===== src/rtl/xadc_drp_sequencer.sv =====
// xadc_drp_sequencer: alternates XADC DRP reads between two aux channels on
// each end-of-conversion and hands 12-bit results to the fuzzification stage.
//
// Ports:
//   clk, rst          clock, asynchronous active-high reset
//   eoc               XADC end-of-conversion pulse
//   den, dwe, daddr   DRP request (read only, dwe tied low)
//   drdy, drp_do      DRP response
//   v1, v2            channel 0 / channel 1 results
//   v1_valid,v2_valid result update strobes
//   pair_valid        ch1 update whose preceding ch0 read in the round succeeded
//   busy              FSM not idle
//   overrun           sticky: eoc dropped because one was already queued
//   timeout_err       sticky: DRP read never answered
//   clr_err           synchronous clear of the sticky flags
//
// Optional build macro XADC_SEQ_AVG_EN: each output becomes a 2-tap IIR
// v <= (v + sample + 1) >> 1, with the first sample per channel loaded as is.

module xadc_drp_sequencer #(
    parameter logic [6:0] CH0_ADDR = 7'h13,
    parameter logic [6:0] CH1_ADDR = 7'h1B,
    parameter int         TIMEOUT  = 64
) (
    input  logic        clk,
    input  logic        rst,
    input  logic        eoc,
    output logic        den,
    output logic        dwe,
    output logic [6:0]  daddr,
    input  logic        drdy,
    input  logic [15:0] drp_do,
    output logic [11:0] v1,
    output logic [11:0] v2,
    output logic        v1_valid,
    output logic        v2_valid,
    output logic        pair_valid,
    output logic        busy,
    output logic        overrun,
    output logic        timeout_err,
    input  logic        clr_err
);

    typedef enum logic [1:0] {
        IDLE,
        REQ,
        WAIT,
        CAPT
    } state_t;

    localparam logic [7:0] TMO_LAST = 8'(TIMEOUT - 1);

    state_t      state_q;
    logic        ch_q;
    logic        pend_q;
    logic        rok_q;
    logic [7:0]  cnt_q;
    logic        den_q;
    logic [6:0]  daddr_q;
    logic [11:0] v1_q;
    logic [11:0] v2_q;
    logic        v1_vld_q;
    logic        v2_vld_q;
    logic        pair_q;
    logic        busy_q;
    logic        ovr_q;
    logic        tmo_q;

    logic [11:0] samp;
    logic [11:0] v1_d;
    logic [11:0] v2_d;
    logic [3:0]  unused_lsb;

    assign samp       = drp_do[15:4];
    assign unused_lsb = drp_do[3:0];

`ifdef XADC_SEQ_AVG_EN
    logic        first1_q;
    logic        first2_q;
    logic [12:0] sum1;
    logic [12:0] sum2;

    assign sum1 = {1'b0, v1_q} + {1'b0, samp} + 13'd1;
    assign sum2 = {1'b0, v2_q} + {1'b0, samp} + 13'd1;
    assign v1_d = first1_q ? samp : sum1[12:1];
    assign v2_d = first2_q ? samp : sum2[12:1];
`else
    assign v1_d = samp;
    assign v2_d = samp;
`endif

    always_ff @(posedge clk or posedge rst) begin
        if (rst) begin
            state_q  <= IDLE;
            ch_q     <= 1'b0;
            pend_q   <= 1'b0;
            rok_q    <= 1'b0;
            cnt_q    <= '0;
            den_q    <= 1'b0;
            daddr_q  <= CH0_ADDR;
            v1_q     <= '0;
            v2_q     <= '0;
            v1_vld_q <= 1'b0;
            v2_vld_q <= 1'b0;
            pair_q   <= 1'b0;
            busy_q   <= 1'b0;
            ovr_q    <= 1'b0;
            tmo_q    <= 1'b0;
`ifdef XADC_SEQ_AVG_EN
            first1_q <= 1'b1;
            first2_q <= 1'b1;
`endif
        end else begin
            den_q    <= 1'b0;
            v1_vld_q <= 1'b0;
            v2_vld_q <= 1'b0;
            pair_q   <= 1'b0;

            // Clear first so a same-cycle error event below overrides it.
            if (clr_err) begin
                ovr_q <= 1'b0;
                tmo_q <= 1'b0;
            end

            // One-deep eoc queue. IDLE and CAPT consume pending this cycle,
            // so an eoc arriving then simply re-queues instead of overrunning.
            unique case (state_q)
                IDLE: pend_q <= pend_q & eoc;
                CAPT: pend_q <= eoc;
                default: begin
                    if (eoc) begin
                        if (pend_q) ovr_q  <= 1'b1;
                        else        pend_q <= 1'b1;
                    end
                end
            endcase

            unique case (state_q)
                IDLE: begin
                    if (eoc || pend_q) begin
                        state_q <= REQ;
                        den_q   <= 1'b1;
                        busy_q  <= 1'b1;
                        daddr_q <= ch_q ? CH1_ADDR : CH0_ADDR;
                    end
                end
                REQ: begin
                    state_q <= WAIT;
                    cnt_q   <= '0;
                end
                WAIT: begin
                    // Result is written on entry to CAPT so it appears
                    // the cycle after drdy; drdy beats a same-cycle timeout.
                    if (drdy) begin
                        state_q <= CAPT;
                        if (!ch_q) begin
                            v1_q     <= v1_d;
                            v1_vld_q <= 1'b1;
                            rok_q    <= 1'b1;
`ifdef XADC_SEQ_AVG_EN
                            first1_q <= 1'b0;
`endif
                        end else begin
                            v2_q     <= v2_d;
                            v2_vld_q <= 1'b1;
                            pair_q   <= rok_q;
                            rok_q    <= 1'b0;
`ifdef XADC_SEQ_AVG_EN
                            first2_q <= 1'b0;
`endif
                        end
                    end else if (cnt_q == TMO_LAST) begin
                        state_q <= IDLE;
                        busy_q  <= 1'b0;
                        tmo_q   <= 1'b1;
                        rok_q   <= 1'b0;
                    end else begin
                        cnt_q <= cnt_q + 8'd1;
                    end
                end
                CAPT: begin
                    ch_q <= ~ch_q;
                    if (pend_q) begin
                        state_q <= REQ;
                        den_q   <= 1'b1;
                        daddr_q <= ch_q ? CH0_ADDR : CH1_ADDR;
                    end else begin
                        state_q <= IDLE;
                        busy_q  <= 1'b0;
                    end
                end
            endcase
        end
    end

    assign den         = den_q;
    assign dwe         = 1'b0;
    assign daddr       = daddr_q;
    assign v1          = v1_q;
    assign v2          = v2_q;
    assign v1_valid    = v1_vld_q;
    assign v2_valid    = v2_vld_q;
    assign pair_valid  = pair_q;
    assign busy        = busy_q;
    assign overrun     = ovr_q;
    assign timeout_err = tmo_q;

endmodule


===== config.mk =====
export PLATFORM = sky130hd
export DESIGN_NAME = xadc_drp_sequencer
export DESIGN_NICKNAME = d
export VERILOG_FILES = /design/src/rtl/xadc_drp_sequencer.sv
export SDC_FILE = /design/constraint.sdc
export NUM_CORES = 1
export LEC_CHECK = 0
export ABC_AREA = 1
export BUFFER_PORTS_ARGS = -buffer_cell sky130_fd_sc_hd__buf_2
export CELL_PAD_IN_SITES_DETAIL_PLACEMENT = 0
export CELL_PAD_IN_SITES_GLOBAL_PLACEMENT = 1
export CORE_MARGIN = 2
export CORE_UTILIZATION = 30
export DETAILED_ROUTE_END_ITERATION = 8
export PLACE_DENSITY = 0.62
export SYNTH_ARGS = -nofsm -noshare
export SYNTH_HDL_FRONTEND = slang
export SYNTH_SLANG_ARGS = --single-unit

===== constraint.sdc =====
create_clock -name clk -period 1.95 [get_ports clk]
set_input_delay 0.0975 -clock clk [delete_from_list [all_inputs] [get_ports clk]]
set_output_delay 0.0975 -clock clk [all_outputs]
set_load 0.03 [all_outputs]

==> impl_metrics.prom, run 1 <==
# TYPE chip_impl_metric gauge
chip_impl_metric{name="largest_net_degree_at_the_start_of_global_routing",unit=""} 27
chip_impl_metric{name="finalWirelength",unit="mm"} 4.488
chip_impl_info{name="grt_setup_unrepaired",value="false"} 1
chip_impl_info{name="ctsRootBufferMaster",value="clkbuf_8"} 1
chip_impl_metric{name="worst-path-max-fanout",unit=""} 25
chip_impl_metric{name="globalRoute.totalOverflow",unit=""} 0
chip_impl_metric{name="core",unit="um^2"} 6907
chip_impl_metric{name="finalNetCount",unit=""} 317
chip_impl_metric{name="seq_area",unit="um^2"} 1126
chip_impl_metric{name="gr_util_all_layers",unit="%"} 12.33
chip_impl_metric{name="multi_input_area",unit="um^2"} 843.3
chip_impl_metric{name="routedWlPerCell",unit="um"} 11.60
chip_impl_metric{name="slew_margin_rel",unit="%"} 64.39
chip_impl_metric{name="cell_area_after_synthesis",unit="um^2"} 2167
chip_impl_info{name="status",value="completed"} 1
chip_impl_metric{name="antenna_found_initial",unit=""} 0
chip_impl_metric{name="timing_worst_slew_pin_value",unit="ps"} 533.4
chip_impl_metric{name="grt_first_pass_wirelength",unit="mm"} 7.438
chip_impl_metric{name="clk-insertion-delay-late",unit="ps"} 290
chip_impl_metric{name="synth-seq-area-share",unit="%"} 51.96
chip_impl_metric{name="drt-pass1-iter-count",unit=""} 4
chip_impl_metric{name="dieHeight",unit="um"} 88.99
chip_impl_metric{name="synth_seq_cells",unit=""} 45
chip_impl_metric{name="switching_share",unit="%"} 43.55
chip_impl_metric{name="clock_path_buffers",unit=""} 2
chip_impl_metric{name="post_dp_cell_area",unit="um^2"} 2494
chip_impl_metric{name="worstPathRequired",unit="ps"} 2140
chip_impl_metric{name="htree_levels",unit=""} 2
chip_impl_metric{name="io_pins",unit=""} 60
chip_impl_metric{name="finalHoldViolations",unit=""} 0
chip_impl_metric{name="place.gp.congestion",unit=""} 0.7475
chip_impl_metric{name="timing.fmax",unit="MHz"} 604.4
chip_impl_metric{name="psw",unit="mW"} 1.835
chip_impl_info{name="critical_path.startpoint_type",value="flip-flop"} 1
chip_impl_metric{name="dr_total_vias",unit=""} 1617
chip_impl_metric{name="num-fill-cells",unit=""} 754
chip_impl_metric{name="cp.arrival",unit="ps"} 1840
chip_impl_metric{name="grt_pass1_vias",unit=""} 1506
chip_impl_metric{name="p_comb_share",unit="%"} 43.8
chip_impl_info{name="hp_class",value="input port to flip-flop"} 1
chip_impl_metric{name="clock_sinks",unit=""} 45
chip_impl_metric{name="viasPerCell",unit=""} 4.178
chip_impl_metric{name="max_cap_viol_count",unit=""} 0
chip_impl_metric{name="setup-tns-final",unit="ps"} 0
chip_impl_metric{name="post-dp-hpwl",unit="mm"} 3.263
chip_impl_metric{name="diodes",unit=""} 0
chip_impl_metric{name="post-route-drc-count",unit=""} 0
chip_impl_metric{name="synth_cells",unit=""} 238
chip_impl_metric{name="pins_over_their_slew_limit",unit=""} 0
chip_impl_metric{name="initial_core_util",unit="%"} 31.38
chip_impl_metric{name="finalWorstSetupSlack",unit="ps"} 295.5
chip_impl_metric{name="synthesized_area_per_cell",unit="um^2"} 9.105
chip_impl_info{name="leading_cell_types_in_the_layout_fill_and_taps_excluded",value="63 x nand2_1, 48 x buf_2, 45 x dfrtp_1"} 1
chip_impl_metric{name="power.ir.vdd_worst",unit="mV"} 0.6806
chip_impl_info{name="critical_path_class",value="flip-flop to flip-flop"} 1
chip_impl_metric{name="period_minus_ws_final",unit="ps"} 1655
chip_impl_info{name="endpoint_kind",value="flip-flop"} 1
chip_impl_metric{name="setup-violations-final",unit=""} 0
chip_impl_metric{name="finish.instance_area",unit="um^2"} 2641
chip_impl_metric{name="final.hold.worst_slack",unit="ps"} 52.75
chip_impl_metric{name="cell_internal_pwr",unit="mW"} 2.378
chip_impl_metric{name="power.clock.fraction",unit="%"} 20.1
chip_impl_info{name="cts_tree",value="built"} 1
chip_impl_metric{name="p_leak",unit="nW"} 1.428
chip_impl_metric{name="floorplan.die_area",unit="um^2"} 7919
chip_impl_metric{name="finish.utilization",unit="%"} 38.24
chip_impl_metric{name="power_per_cell_area",unit="nW/um^2"} 1595
chip_impl_metric{name="period_share",unit="%"} 84.85
chip_impl_metric{name="row_count",unit=""} 30
chip_impl_metric{name="seqPwrFrac",unit="%"} 36.1
chip_impl_metric{name="clock_slew_at_the_register_clock_pins_of_the_worst_setup_and_hold_paths",unit="ps"} 90
chip_impl_metric{name="fin_skew",unit="ps"} 5.710
chip_impl_metric{name="antenna_violating_nets_left",unit=""} 0
chip_impl_metric{name="dr_iter_0_viols",unit=""} 97
chip_impl_metric{name="cts.repair.resized",unit=""} 0
chip_impl_metric{name="number_of_buffers_added_by_the_clock_tree_synthesis_step",unit=""} 5
chip_impl_metric{name="die_width",unit="um"} 88.99
chip_impl_metric{name="reg2reg_slack",unit="ps"} 300
chip_impl_metric{name="synth.yosys.warnings",unit=""} 0
chip_impl_metric{name="dp_slack",unit="ps"} 293.4
chip_impl_metric{name="final_layout_size_suffix_gt1_share",unit="%"} 29.55
chip_impl_metric{name="synthesis_to_layout_area_growth",unit="%"} 21.88
chip_impl_metric{name="ys_types",unit=""} 26
chip_impl_info{name="most_frequent_standard_cell_in_the_layout_excluding_fill_and_tap_cells",value="nand2_1"} 1
chip_impl_metric{name="port_buf_inserts",unit=""} 48
==> flip-flops by register name (all words and copies together) (netlist names) <==
signal and cells:
ch_q 1, v2 12, pair_valid 1, busy 1
daddr 1, v1_valid 1, rok_q 1, state_q 2
v1 12, v2_valid 1, cnt_q 8, pend_q 1
overrun 1, den 1, timeout_err 1
==> metal layers <==
metal | GRT usage, % | vias up | routed length [um]
met2 | 18.52 | 41 | 2087
met4 | 3.664 | 0 | 61
met3 | 3.416 | 4 | 200
li1 | - | 840 | -
met1 | 17.44 | 732 | 2138
met5 | 0 | - | 0
==> path summary, 6_finish.rpt <==
path                       startpoint  endpoint  depth (start not counted)
max reg2reg                state_q[0]    v1[11]                          8
max                        state_q[0]    v1[11]                          8
min                         drp_do[8]     v1[4]                          3
min in group asynchronous         rst  v2_valid                          3
max in group asynchronous         rst  cnt_q[0]                          4
min reg2reg                      busy      busy                          2
==> synthesized netlist by cell type, drive strengths merged <==
cell | instances | area share [%]
a211oi | 1 | 0.35
a21oi | 1 | 0.23
buf | 12 | 4.6
conb | 2 | 0.35
dfrtp | 45 | 52
ha | 6 | 3.5
inv | 31 | 5.4
nand2 | 66 | 12
nand3 | 17 | 4.2
nand3b | 1 | 0.35
nand4 | 3 | 1.2
nor2 | 12 | 3.2
o21ai | 37 | 11
xnor2 | 2 | 0.81
xor2 | 2 | 0.81
==> cells by family after synthesis <==
logic type                 after synthesis  share of synthesized area (%)
adders and majority gates                6                          3.464
and+or+nand+nor                         99                          20.90
AOI/OAI and AO/OA                       39                          11.72
other                                    2                         0.3465
buffers and inverters                   43                          9.988
DFF                                     45                          51.96
xor gates and xnor gates                 4                          1.617
==> area by class of cell <==
type / instances / area share [%]
sequential: 45 / 42.63
clock inverter: 3 / 2.605
timing repair buffer: 52 / 11.27
multi-input combinational: 155 / 31.93
tap: 96 / 4.548
clock buffer: 5 / 2.605
inverter: 31 / 4.406
==> stage by stage <==
stage	std cells	power, mW
after detailed placement	378	3.408
after floorplan	243	2.901
final	387	4.212
after CTS	387	4.281
after global placement	378	3.395
after global routing	387	4.535
==> worst max-delay path, stage by stage, from the launching register on <==
cell and delay (ps):
dfrtp_1 460, inv_1 120, ha_1 320, nand2_2 160, nor2_4 140, inv_2 50
buf_12 160, nand2_1 80, o21ai_2 50
==> power groups by stage <==
| stage | registers, mW | logic (mW) | clock network [mW] |
|---|---|---|---|
| 6_report | 1.52 | 1.85 | 0.847 |
| 5_1_grt | 1.57 | 2.05 | 0.921 |
| 4_1_cts | 1.52 | 1.88 | 0.878 |
| 3_5_place_dp | 1.53 | 1.88 | 0 |
| 3_3_place_gp | 1.54 | 1.86 | 0 |
| 2_1_floorplan | 2.08 | 0.820 | 0 |
==> timing repair <==
item                                    in CTS  in global routing
endpoints found under the setup margin       0                  0
endpoints found under the hold margin       23                  0
setup buffers                                0                  0
hold buffers                                 1                  0
Note: power is estimated with default switching activity, not from simulation.
==> run 2: changes to the inputs <==
Clock period 1.95 ns to 1.6 ns, I/O delays scaled along.
==> impl_metrics.prom, run 2 (synthesis results as in run 1) <==
# TYPE chip_impl_metric gauge
chip_impl_metric{name="worst-path-max-fanout",unit=""} 14
chip_impl_metric{name="post-dp-hpwl",unit="mm"} 3.355
chip_impl_metric{name="number_of_buffers_added_by_the_clock_tree_synthesis_step",unit=""} 5
chip_impl_metric{name="power_per_cell_area",unit="nW/um^2"} 1856
chip_impl_metric{name="antenna_violating_nets_left",unit=""} 0
chip_impl_metric{name="routedWlPerCell",unit="um"} 11.62
chip_impl_info{name="hold_path_sink",value="v1[4]"} 1
chip_impl_metric{name="floorplan.die_area",unit="um^2"} 7919
chip_impl_info{name="hp_class",value="input port to flip-flop"} 1
chip_impl_metric{name="viasPerCell",unit=""} 4.296
chip_impl_metric{name="largest_net_degree_at_the_start_of_global_routing",unit=""} 27
chip_impl_info{name="critical_path.startpoint_type",value="flip-flop"} 1
chip_impl_metric{name="final.hold.worst_slack",unit="ps"} 23.83
chip_impl_metric{name="grt_first_pass_wirelength",unit="mm"} 7.631
chip_impl_metric{name="antenna_found_initial",unit=""} 0
chip_impl_metric{name="max_cap_viol_count",unit=""} 0
chip_impl_metric{name="drt-pass1-iter-count",unit=""} 4
chip_impl_metric{name="globalRoute.totalOverflow",unit=""} 0
chip_impl_info{name="leading_cell_types_in_the_layout_fill_and_taps_excluded",value="62 x nand2_1, 48 x buf_2, 45 x dfrtp_1"} 1
chip_impl_metric{name="final_layout_size_suffix_gt1_share",unit="%"} 31.42
chip_impl_metric{name="power.ir.vdd_worst",unit="mV"} 0.7176
chip_impl_metric{name="pins_over_their_slew_limit",unit=""} 0
chip_impl_metric{name="htree_levels",unit=""} 2
chip_impl_metric{name="cp.arrival",unit="ps"} 1640
chip_impl_metric{name="io_pins",unit=""} 60
chip_impl_metric{name="clk-insertion-delay-late",unit="ps"} 300
chip_impl_metric{name="reg2reg_slack",unit="ps"} 140
chip_impl_metric{name="post-route-drc-count",unit=""} 0
chip_impl_metric{name="worstPathRequired",unit="ps"} 1780
chip_impl_metric{name="finalNetCount",unit=""} 322
chip_impl_metric{name="port_buf_inserts",unit=""} 48
chip_impl_metric{name="post_dp_cell_area",unit="um^2"} 2524
chip_impl_metric{name="worst_r2r_path_depth",unit=""} 8
chip_impl_metric{name="finalHoldViolations",unit=""} 0
chip_impl_metric{name="period_share",unit="%"} 91.00
chip_impl_info{name="regToRegStartpoint",value="cnt_q[0]"} 1
chip_impl_info{name="cts_tree",value="built"} 1
chip_impl_metric{name="synthesis_to_layout_area_growth",unit="%"} 22.23
chip_impl_metric{name="diodes",unit=""} 0
chip_impl_info{name="most_frequent_standard_cell_in_the_layout_excluding_fill_and_tap_cells",value="nand2_1"} 1
chip_impl_info{name="status",value="completed"} 1
chip_impl_info{name="min_from",value="drp_do[8]"} 1
chip_impl_metric{name="place.gp.congestion",unit=""} 0.7258
chip_impl_metric{name="clock_sinks",unit=""} 45
chip_impl_info{name="ctsRootBufferMaster",value="clkbuf_8"} 1
chip_impl_metric{name="clock_path_buffers",unit=""} 2
chip_impl_metric{name="dr_iter_0_viols",unit=""} 56
chip_impl_metric{name="dr_total_vias",unit=""} 1684
chip_impl_metric{name="core",unit="um^2"} 6907
chip_impl_metric{name="row_count",unit=""} 30
chip_impl_info{name="worst_r2r_endpoint",value="cnt_q[0]"} 1
chip_impl_metric{name="finish.instance_area",unit="um^2"} 2649
chip_impl_metric{name="setup-tns-final",unit="ps"} 0
chip_impl_metric{name="setup-violations-final",unit=""} 0
chip_impl_metric{name="initial_core_util",unit="%"} 31.38
chip_impl_info{name="critical_path_class",value="flip-flop to flip-flop"} 1
chip_impl_metric{name="grt_pass1_vias",unit=""} 1584
chip_impl_metric{name="min_delay_path_depth",unit=""} 3
chip_impl_metric{name="fin_skew",unit="ps"} 8.713
chip_impl_metric{name="timing.fmax",unit="MHz"} 686.8
chip_impl_metric{name="finalWirelength",unit="mm"} 4.556
chip_impl_metric{name="dieHeight",unit="um"} 88.99
chip_impl_info{name="grt_setup_unrepaired",value="false"} 1
chip_impl_info{name="endpoint_kind",value="flip-flop"} 1
chip_impl_metric{name="period_minus_ws_final",unit="ps"} 1456
chip_impl_metric{name="die_width",unit="um"} 88.99
chip_impl_metric{name="gr_util_all_layers",unit="%"} 12.58
chip_impl_metric{name="clock_slew_at_the_register_clock_pins_of_the_worst_setup_and_hold_paths",unit="ps"} 90
chip_impl_metric{name="p_leak",unit="nW"} 1.431
run 2: cell type report:
| cell class | instances | area (um^2) |
|---|---|---|
| clock buffer | 5 | 68.82 |
| clock inverter | 3 | 25.02 |
| fill | 729 | 4258 |
| inverter | 31 | 116.4 |
| multi-input combinational | 155 | 857.1 |
| sequential | 45 | 1126 |
| tap | 96 | 120.1 |
| timing repair buffer | 57 | 335.3 |
run 2: timing repair:
item,CTS,global route
endpoints found under the setup margin,0,5
hold buffers,1,0
hold endpoints to repair,20,0
gates resized for setup,0,3
buffers inserted,0,1
run 2: how the worst max path moves through the flow:
stage	from	to	cells past startpoint
CTS	cnt_q[0]	cnt_q[0]	8
detailed placement	cnt_q[0]	cnt_q[0]	8
global route	cnt_q[0]	cnt_q[0]	8
floorplan	state_q[0]	v1[2]	8
finish	cnt_q[0]	cnt_q[0]	8
global placement	cnt_q[0]	cnt_q[0]	8
run 2: worst max-delay path: stages, from the launching register on:
cell and delay, ps:
dfrtp_1 390, ha_1 190, nand2_1 110, nor2_4 170, nand2_2 120, nand2_8 130
inv_1 110, nand2_1 60, o21ai_0 70
run 2: where the power goes:
group / internal [mW] / switching [mW] / total [mW] / leakage (nW)
registers: 1.57 / 0.263 / 1.84 / 0.579
clock network: 0.316 / 0.417 / 0.733 / 0.0447
logic: 0.760 / 1.59 / 2.35 / 0.808
total: 2.65 / 2.27 / 4.92 / 1.43
run 2: through the flow:
| step | instances | utilization, % | total power [mW] | setup WS (ps) |
|---|---|---|---|---|
| detailed placement | 382 | 36.54 | 4.209 | 105.3 |
| global route | 392 | 38.35 | 5.352 | 19.15 |
| floorplan | 243 | - | 3.536 | 179.5 |
| CTS | 391 | 38.04 | 4.969 | 80.19 |
| finish | 392 | 38.35 | 4.917 | 143.9 |
| global placement | 382 | 36.54 | 4.188 | 112.9 |
run 2: metal layers:
layer	GRT usage, %	wire, um
met4	4.071	61
met3	3.786	266
met1	17.56	2085
met5	0	0
met2	18.79	2143
